$ cat config.mk
export PLATFORM = sky130hd
export DESIGN_NAME = dmem_ctrl
export DESIGN_NICKNAME = d
export VERILOG_FILES = /design/src/rtl/dmem_ctrl.sv
export SDC_FILE = /design/constraint.sdc
export NUM_CORES = 1
export LEC_CHECK = 0
export CAP_MARGIN = 20
export CORE_UTILIZATION = 42
export CTS_CLUSTER_DIAMETER = 80
export CTS_CLUSTER_SIZE = 10
export DETAILED_ROUTE_END_ITERATION = 12
export MAX_ROUTING_LAYER = met4
export PLACE_DENSITY = 0.81
export SLEW_MARGIN = 20
export SYNTH_ARGS = -nofsm -noshare
export SYNTH_HDL_FRONTEND = slang
export SYNTH_SLANG_ARGS = --single-unit
$ cat constraint.sdc
create_clock -name Clk -period 2.2 [get_ports Clk]
set_input_delay 0.33 -clock Clk [delete_from_list [all_inputs] [get_ports Clk]]
set_output_delay 0.33 -clock Clk [all_outputs]
set_load 0.05 [all_outputs]
$ cat src/rtl/dmem_ctrl.sv
// Single-outstanding data-memory controller: request/response handshake to a word-addressed SRAM.
// Optional word-index range check enabled by defining DMEM_CTRL_BOUND_CHECK_EN.
module dmem_ctrl #(
  parameter int DEPTH  = 32,
  parameter int RD_LAT = 1
) (
  input  logic        Clk,
  input  logic        Rst_n,
  input  logic        ReqVal,
  output logic        ReqRdy,
  input  logic        ReqWr,
  input  logic [31:0] ReqAddr,
  input  logic [31:0] ReqData,
  output logic        RspVal,
  input  logic        RspRdy,
  output logic [31:0] RspData,
  output logic        RspErr,
  output logic        Ewr,
  output logic        Erd,
  output logic [31:0] Addr,
  output logic [31:0] RDir,
  input  logic [31:0] MOut
);

  localparam logic [2:0] IDLE = 3'd0;
  localparam logic [2:0] WR   = 3'd1;
  localparam logic [2:0] RD   = 3'd2;
  localparam logic [2:0] RESP = 3'd3;
  localparam logic [2:0] ERR  = 3'd4;

  localparam logic [3:0] LAT_M1 = 4'(RD_LAT - 1);
`ifdef DMEM_CTRL_BOUND_CHECK_EN
  localparam bit BOUND_EN = 1'b1;
`else
  localparam bit BOUND_EN = 1'b0;
`endif

  logic [2:0]  state;
  logic [3:0]  cnt;
  logic [31:0] wdata;
  logic        oor, bad;

  assign oor = {2'b00, ReqAddr[31:2]} >= 32'(DEPTH);
  assign bad = (ReqAddr[1:0] != 2'b00) || (BOUND_EN && oor);

  // Ready is gated by reset so nothing is accepted while the block is held.
  assign ReqRdy = (state == IDLE) && Rst_n;
  assign RspVal = (state == RESP) || (state == ERR);
  assign Ewr    = (state == WR);
  assign Erd    = (state == RD);
  assign RDir   = Ewr ? wdata : 32'h0;

  always_ff @(posedge Clk or negedge Rst_n) begin
    if (!Rst_n) begin
      state   <= IDLE;
      cnt     <= 4'd0;
      wdata   <= 32'h0;
      Addr    <= 32'h0;
      RspData <= 32'h0;
      RspErr  <= 1'b0;
    end else begin
      case (state)
        IDLE: if (ReqVal) begin
          Addr    <= {2'b00, ReqAddr[31:2]};
          wdata   <= ReqData;
          cnt     <= LAT_M1;
          RspData <= 32'h0;
          RspErr  <= bad;
          state   <= bad ? ERR : (ReqWr ? WR : RD);
        end
        WR: begin
          RspData <= 32'h0;
          RspErr  <= 1'b0;
          state   <= RESP;
        end
        // Erd stays high RD_LAT cycles; read data is captured on the last one.
        RD: begin
          if (cnt == 4'd0) begin
            RspData <= MOut;
            state   <= RESP;
          end else begin
            cnt <= cnt - 4'd1;
          end
        end
        RESP, ERR: if (RspRdy) begin
          RspData <= 32'h0;
          RspErr  <= 1'b0;
          state   <= IDLE;
        end
        default: state <= IDLE;
      endcase
    end
  end

endmodule

======== Word-level counts from Yosys, hierarchy flattened ========
Cells that the tools add are included.
storage, ports and cells
  flip-flop bits (word level) ............. 102
  input bits .............................. 101
  latch bits .............................. 0
  memories ................................ 0
  logic and storage cells ................. 46
  output and inout bits ................... 101
  memory bits (read-only) ................. 0
  memory bits (writable) .................. 0
cells by class
  shifts and indexed selects .............. 0
  $lt $le $gt $ge ......................... 0
  $mul .................................... 0
  equal/unequal tests ..................... 8
  $add $sub $neg .......................... 1
  reductions and logical operators ........ 14
  multiplexer cells ....................... 17
  bitwise gates (word level) .............. 0
  divide/modulo/power cells ............... 0
operators by type and width
  kind                                                 number
  2-to-1 mux 32 bit                                    4
  one-hot mux 32 bit (4 select lines)                  1
  2-to-1 mux 3 bit                                     4
  one-hot mux 3 bit (4 select lines)                   1
  AND reduction 3 bit                                  3
  2-to-1 mux 4 bit                                     2
  one-hot mux 4 bit (2 select lines)                   1
  equality test 3 x 2 -> 1 bit, second input constant  2
  != test 2 bit, second input constant                 3
  logical NOT 4 bit                                    1
  AND reduction 4 bit                                  1
  nonzero test 2 bit                                   2
  nonzero test 4 bit                                   1
  subtractor 4 x 1 -> 4 bit, second input constant     1
  equality test 3 x 1 -> 1 bit, second input constant  1
  equality test 3 bit, second input constant           1
  logical NOT 3 bit                                    1
  one-hot mux 1 bit (3 select lines)                   1
  nonzero test 3 bit                                   1
  2-to-1 mux 1 bit                                     2
  2-to-1 mux 2 bit                                     1
  != test 2 x 1 -> 1 bit, second input constant        1
  AND reduction 2 bit                                  1
  OR reduction 2 bit                                   1
  2 further kinds                                      2

======== Logic depth before layout (Yosys ltp) ========
Gate-level depths: netlist (run 1).
  word-level depth ........................ 4
  mapped depth ............................ 8
  mapped depth without buffers ............ 6

======== Least setup slack after synthesis (run 1) ========
No wires, ideal clock.
  path kind ............................... reg-to-output
  start ................................... reg state[0]
  end ..................................... out RDir[22]
  arrival time ............................ 1880 ps
  cell stages (with the launch flop) ...... 5
  data required time ...................... 1870 ps
  setup slack ............................. -10 ps
  buffers on the path ..................... 1
  cell sequence ........................... dfrtp_1 -> nand2b_1 -> nor2_1 -> clkbuf_1 -> and2_1
between the ends
  cells in the longest elaborated chain, start to end .. 2
ends and longest elaborated chain
  item                          RTL line  RTL
  start, declared               38        logic [2:0] state;
  start signal, assigned        69        state <= bad ? ERR : (ReqWr ? WR : RD);
  equality test 3 x 1 -> 1 bit  49        assign Ewr = (state == WR);
  net Ewr                       18        output logic Ewr,
  2-to-1 mux 32 bit             51        assign RDir = Ewr ? wdata : 32'h0;
  end, declared                 21        output logic [31:0] RDir,
The timed path passes the listed nets, and every way through them passes these cells.

======== Final worst setup path (run 1) ========
  start ................................... reg state[1]
  end ..................................... out ReqRdy
between the ends
  cells in the longest elaborated chain, start to end .. 2
ends and longest elaborated chain
  item               RTL line  RTL
  logical NOT 3 bit  47        assign ReqRdy = (state == IDLE) && Rst_n;
  logical AND 1 bit  47
  end, declared      10        output logic ReqRdy,
Every way passes these cells.

==> flow_metrics.env, run 1 <==
export IMPL_fin_setup_tns_ns=0
export IMPL_cts_buffer_depth=2
export IMPL_diodes=0
export IMPL_worstSetupPathType="reg2out"
export IMPL_cpMaxStageDelayCell="dfrtp_1"
export IMPL_vias_per_cell=4.88
export IMPL_die_y_microns=105
export IMPL_io_pin_count=202
export IMPL_synth_edf_count=0
export IMPL_cap_violations=0
export IMPL_min_path_type="in2async"
export IMPL_synth_top_area_share_pct=57.6
export IMPL_rsz0062_at_grt="no"
export IMPL_synth_cells=370
export IMPL_drtIter0Drc=109
export IMPL_r2r_start="cnt[0]$_DFFE_PN0P_"
export IMPL_ys_seq_elements=102
export IMPL_clock_skew_ns=0.00981
export IMPL_r2r_end="RspData[17]$_DFFE_PN0P_"
export IMPL_syn_area_sq_um=4430
export IMPL_synth_ff_type="dfrtp_1"
export IMPL_async_reset_ff_share_pct=100
export IMPL_nNetsFinal=666
export IMPL_cts_root_buf="clkbuf_8"
export IMPL_fin_crit_ns=2.05
export IMPL_status="complete, no violations"
export IMPL_synth_most_common_cell="dfrtp_1"
export IMPL_cts_sinks=102
export IMPL_vias=3430
export IMPL_fin_area_sq_um=7050
export IMPL_critPathMaxFanout=7
export IMPL_total_power_mw=10.7
export IMPL_avgSynthCellArea_sq_um=12.0
export IMPL_leakagePower_nw=2.93
export IMPL_finalSetupViolations=0
export IMPL_clock_latency_ns=0.35
export IMPL_required_ns=1.87
export IMPL_crit_end="ReqRdy"
export IMPL_cts_tree="yes"
export IMPL_ys_top_cells_by_count="102 x dfrtp_1, 57 x o21ai_1, 36 x mux2_1"
export IMPL_nFillCells=764
export IMPL_cts_buffers=9
export IMPL_finalMaxSlewViolations=0
export IMPL_fmax_mhz=488
export IMPL_cts_setup_buffers=0
export IMPL_routed_wl_microns=10700
export IMPL_core_sq_um=10300
export IMPL_wire_per_inst_microns=15.2
export IMPL_critical_path_max_stage_delay_ns=0.46
export IMPL_ys_seq_area_share_pct=57.6
export IMPL_rr_worst_depth=7
export IMPL_first_pass_iters=4
export IMPL_crit_path_end_kind="primary output"
export IMPL_synth_top_area_cell="dfrtp_1"
export IMPL_grt_pass1_wl_microns=17600
export IMPL_crit_chain="or2_1 > nor2_1 > and2_1 > buf_12"
export IMPL_row_count=37
export IMPL_grt_pass1_vias=3624
export IMPL_antenna_found_initial=0
export IMPL_crit_path_start="state[1]$_DFFE_PN0P_"
export IMPL_cp_start_kind="register"
export IMPL_clk_pin_slew_worst_paths_ns=0.09
export IMPL_fin_worst_hold_slack_ns=0.0202
export IMPL_worst_slew_pin_slew_ns=0.565
export IMPL_ir_worst_vdd_mv=1.06
export IMPL_yosys_warnings=0
export IMPL_die_area_sq_um=11000
export IMPL_final_util_pct=68.6
export IMPL_drc=0
export IMPL_gr_usage_all_layers_pct=21.1
export IMPL_dp_hpwl_microns=7820
export IMPL_place_area_sq_um=6890
export IMPL_finalCritPeriodShare_pct=93.1
export IMPL_ys_top_cells_by_area="dfrtp_1 58%, mux2_1 9.2%, mux2_2 6.9%"
export IMPL_start_util_pct=43.1
export IMPL_gp_congestion=0.827
export IMPL_p_per_area_nw_per_um2=1510
export IMPL_drive_gt1_share_pct=16.4
export IMPL_final_hold_viol_count=0
export IMPL_grt_ovfl_total=0
export IMPL_io_buffers=199
export IMPL_synth_cell_types=35
export IMPL_die_x_microns=105
export IMPL_relSlewSlack_pct=62.3
export IMPL_htree_levels=3
export IMPL_area_growth_pct=59.2
export IMPL_rrSetupSlack_ns=0.26
export IMPL_antenna_left=0
export IMPL_grt_max_degree=103
export IMPL_critPathArrivalTime_ns=1.72
==> critical path, delay by kind of cell (launching register included) <==
family	cells	cell delay [ns]
flops	1	0.46
simple gates	3	0.76
buf+inv	1	0.15
==> layout make-up <==
| cell class | instances | area, sq um | share of cell area (%) |
|---|---|---|---|
| tap | 136 | 170 | 2.41 |
| inverter | 7 | 26.3 | 0.373 |
| sequential | 102 | 2550 | 36.2 |
| timing repair buffer | 208 | 2470 | 35.1 |
| multi-input combinational | 235 | 1670 | 23.7 |
| clock buffer | 11 | 131 | 1.86 |
| clock inverter | 4 | 23.8 | 0.337 |
==> cell families after synthesis <==
| group | after synthesis | synth area share (%) |
|---|---|---|
| flip-flops | 102 | 57.6 |
| XOR/XNOR | 2 | 0.396 |
| multiplexers | 63 | 16.0 |
| buffers and inverters | 34 | 5.34 |
| AND/OR/NAND/NOR | 87 | 10.3 |
| AO/OA/AOI/OAI | 79 | 9.72 |
| adder cells (fa/ha/maj) | 2 | 0.565 |
| other | 1 | 0.0847 |
==> report_power, final <==
part / internal, mW / leakage (nW) / total (mW) / switching, mW
sequential: 2.74 / 1.25 / 3.17 / 0.432
clock: 0.405 / 0.0833 / 1.01 / 0.601
combinational: 2.56 / 1.60 / 6.48 / 3.92
==> stage by stage <==
step,instances,setup slack [ns]
finish,703,0.151
global route,703,0.0247
CTS,703,0.0322
detailed placement,688,0.224
global placement,688,0.266
floorplan,371,0.206
==> worst min path at each step <==
| stage | start | cells past startpoint | slack [ns] | endpoint |
|---|---|---|---|---|
| after floorplan | Rst_n | 0 | 0.03 | Addr[0]$_DFFE_PN0P_ |
| after global placement | Rst_n | 2 | 0.46 | wdata[11]$_DFFE_PN0P_ |
| after detailed placement | Rst_n | 2 | 0.47 | RspData[21]$_DFFE_PN0P_ |
| after CTS | Rst_n | 2 | 0.07 | wdata[27]$_DFFE_PN0P_ |
| after global routing | Rst_n | 2 | 0.10 | wdata[30]$_DFFE_PN0P_ |
| final | Rst_n | 2 | 0.02 | RspData[22]$_DFFE_PN0P_ |
==> layer usage <==
metal  routed length (microns)  track usage [%]
met5                         0                -
met4                       160             6.64
met3                       552             4.24
met2                      5480             35.3
met1                      4490             25.7
==> repair_timing <==
item,in CTS,in global routing
hold buffers,0,0
cloned,0,0
resized for setup,2,3
endpoints found under the setup margin,32,33
==> cells in the final DEF (no fill, tap or decap), drive strengths merged <==
cell type,synthesis,final
clkdlybuf4s50,0,162
dfrtp,102,102
o21ai,68,68
mux2,63,63
buf,22,46
and2,33,33
nand2,33,33
clkbuf,5,11
inv,7,8
nor2,7,7
nand3,3,3
clkinv,0,3
nand2b,3,3
nor3,2,2
xor2,2,2
nand3b,2,2
a21oi,2,2
o2bb2ai,2,2
ha,2,2
conb,1,2
nor3b,1,1
or2,1,1
or3b,1,1
o211a,1,1
o32ai,1,1
nor2b,1,1
a31oi,1,1
a211oi,1,1
a32oi,1,1
o22ai,1,1
o31ai,1,1
==> registers in the layout, indices dropped and copies added, names as in the netlist <==
register / flops
state: 3
wdata: 32
RspData: 32
RspErr: 1
cnt: 4
Addr: 30
Power figures use the tool's default switching activity.
==> run 2, diff against run 1 <==
--- a/config.mk
+++ b/config.mk
@@ -6,12 +6,13 @@
 export NUM_CORES = 1
 export LEC_CHECK = 0
 export CAP_MARGIN = 20
-export CORE_UTILIZATION = 42
+export CORE_UTILIZATION = 43
+export CTS_BUF_LIST = sky130_fd_sc_hd__clkbuf_8
 export CTS_CLUSTER_DIAMETER = 80
 export CTS_CLUSTER_SIZE = 10
 export DETAILED_ROUTE_END_ITERATION = 12
 export MAX_ROUTING_LAYER = met4
-export PLACE_DENSITY = 0.81
+export PLACE_DENSITY = 0.83
 export SLEW_MARGIN = 20
 export SYNTH_ARGS = -nofsm -noshare
 export SYNTH_HDL_FRONTEND = slang
==> run 2 against run 1 <==
  * Global-route usage rose by 0.13 points
  * Clock power about the same
  * Final cell count rose by 0.14%
  * Critical endpoint is now RDir[3]
==> flow_metrics.env, run 2 (synthesis results as in run 1) <==
export IMPL_fin_crit_ns=2.09
export IMPL_row_count=36
export IMPL_status="complete, no violations"
export IMPL_final_util_pct=71.9
export IMPL_grt_max_degree=103
export IMPL_cts_setup_buffers=0
export IMPL_met3_usage_pct=5.04
export IMPL_busiest_layer="met2"
export IMPL_cp_start_kind="register"
export IMPL_crit_path_start="state[2]$_DFFE_PN0P_"
export IMPL_ir_worst_vdd_mv=1.15
export IMPL_final_common_cell="clkdlybuf4s50_1"
export IMPL_finalSetupViolations=0
export IMPL_use_met2_pct=33.9
export IMPL_die_x_microns=103
export IMPL_io_buffers=199
export IMPL_fmax_mhz=478
export IMPL_first_pass_iters=4
export IMPL_required_ns=1.87
export IMPL_rsz0062_at_grt="no"
export IMPL_fin_setup_tns_ns=0
export IMPL_grt_pass1_wl_microns=16600
export IMPL_cts_buffer_depth=2
export IMPL_start_util_pct=44.9
export IMPL_setup_ws_ns=0.109
export IMPL_cts_tree="yes"
export IMPL_seqCellArea_sq_um=2550
export IMPL_routed_wl_microns=11000
export IMPL_cts_sinks=102
export IMPL_rrSetupSlack_ns=0.26
export IMPL_nFillCells=685
export IMPL_critPathArrivalTime_ns=1.76
export IMPL_drc=0
export IMPL_rr_worst_depth=7
export IMPL_die_y_microns=103
export IMPL_core_sq_um=9860
export IMPL_fin_worst_hold_slack_ns=0.0345
export IMPL_relSlewSlack_pct=63.7
export IMPL_antenna_found_initial=0
export IMPL_finalCritPeriodShare_pct=95.0
export IMPL_crit_end="RDir[3]"
export IMPL_gr_usage_all_layers_pct=21.2
export IMPL_final_hold_viol_count=0
export IMPL_nNetsFinal=669
export IMPL_htree_levels=3
export IMPL_io_pin_count=202
export IMPL_vias=3482
export IMPL_leakagePower_nw=2.96
export IMPL_r2r_start="cnt[0]$_DFFE_PN0P_"
export IMPL_r2r_end="RspData[16]$_DFFE_PN0P_"
export IMPL_cts_buffers=9
export IMPL_clk_pin_slew_worst_paths_ns=0.09
export IMPL_crit_path_end_kind="primary output"
export IMPL_antenna_left=0
export IMPL_clock_latency_ns=0.36
export IMPL_p_per_area_nw_per_um2=1520
export IMPL_critPathMaxFanout=16
export IMPL_finalMaxSlewViolations=0
export IMPL_vias_per_cell=4.95
export IMPL_largestRegisters="RspData: 32 flops, wdata: 32 flops, Addr: 30 flops"
export IMPL_min_path_type="in2async"
export IMPL_grt_met1_usage_pct=26.8
export IMPL_drive_gt1_share_pct=17.5
export IMPL_clock_skew_ns=0.0117
export IMPL_grt_ovfl_total=0
export IMPL_die_area_sq_um=10700
export IMPL_diodes=0
export IMPL_final_cell_mix="162 x clkdlybuf4s50_1, 100 x dfrtp_1, 57 x o21ai_1"
export IMPL_worst_slew_pin_slew_ns=0.544
export IMPL_dp_slack_ns=0.222
export IMPL_grt_pass1_vias=3462
export IMPL_gp_congestion=0.849
export IMPL_area_growth_pct=60.1
export IMPL_drtIter0Drc=89
export IMPL_cap_violations=0
export IMPL_multi_input_area_sq_um=1680
export IMPL_cts_root_buf="clkbuf_8"
export IMPL_wire_per_inst_microns=15.7
export IMPL_worstSetupPathType="reg2out"
export IMPL_dp_hpwl_microns=7930
run 2: how the worst min path moves through the flow:
stage	startpoint	end	slack (ns)	depth (start not counted)
after floorplan	Rst_n	Addr[0]$_DFFE_PN0P_	0.03	0
after global placement	Rst_n	Addr[1]$_DFFE_PN0P_	0.46	2
after detailed placement	Rst_n	Addr[1]$_DFFE_PN0P_	0.47	2
after CTS	Rst_n	Addr[1]$_DFFE_PN0P_	0.06	2
after global routing	Rst_n	Addr[3]$_DFFE_PN0P_	0.09	2
final	Rst_n	Addr[3]$_DFFE_PN0P_	0.03	2
run 2: repair_timing:
action / in CTS / in global routing
resized for setup: 1 / 8
endpoints found under the setup margin: 32 / 33
cloned: 0 / 1
hold buffers: 0 / 0
run 2: worst max-delay path, cell delays in order, from the launching register on:
cell and delay, ns:
dfrtp_1 0.40, nand2b_2 0.26, nor2_4 0.15, clkbuf_4 0.25
and2_1 0.20, buf_12 0.15
run 2: layer usage:
layer,vias up,wire (microns)
met5,-,0
met4,0,115
met3,12,711
met2,142,5500
met1,1681,4690
li1,1647,-
run 2: report_power, final:
group	internal, mW	leakage, nW	switching (mW)	total [mW]
Sequential	2.74	1.25	0.445	3.19
Combinational	2.58	1.61	3.94	6.52
Clock	0.429	0.0944	0.611	1.04
run 2: layout make-up:
type                            instances  share of cell area (%)
Clock buffer                           10                    1.94
Clock inverter                          6                   0.424
Inverter                                7                   0.371
Multi-Input combinational cell        235                    23.7
Sequential cell                       102                    36.0
Tap cell                              133                    2.35
Timing Repair Buffer                  211                    35.2
run 2: stage by stage:
| stage | std cells | cell area [sq um] | power (mW) |
|---|---|---|---|
| after global routing | 704 | 7090 | 11.3 |
| after global placement | 687 | 6890 | 9.53 |
| after CTS | 703 | 7060 | 10.8 |
| after detailed placement | 687 | 6890 | 9.74 |
| after floorplan | 371 | 4430 | 7.46 |
| final | 704 | 7090 | 10.7 |
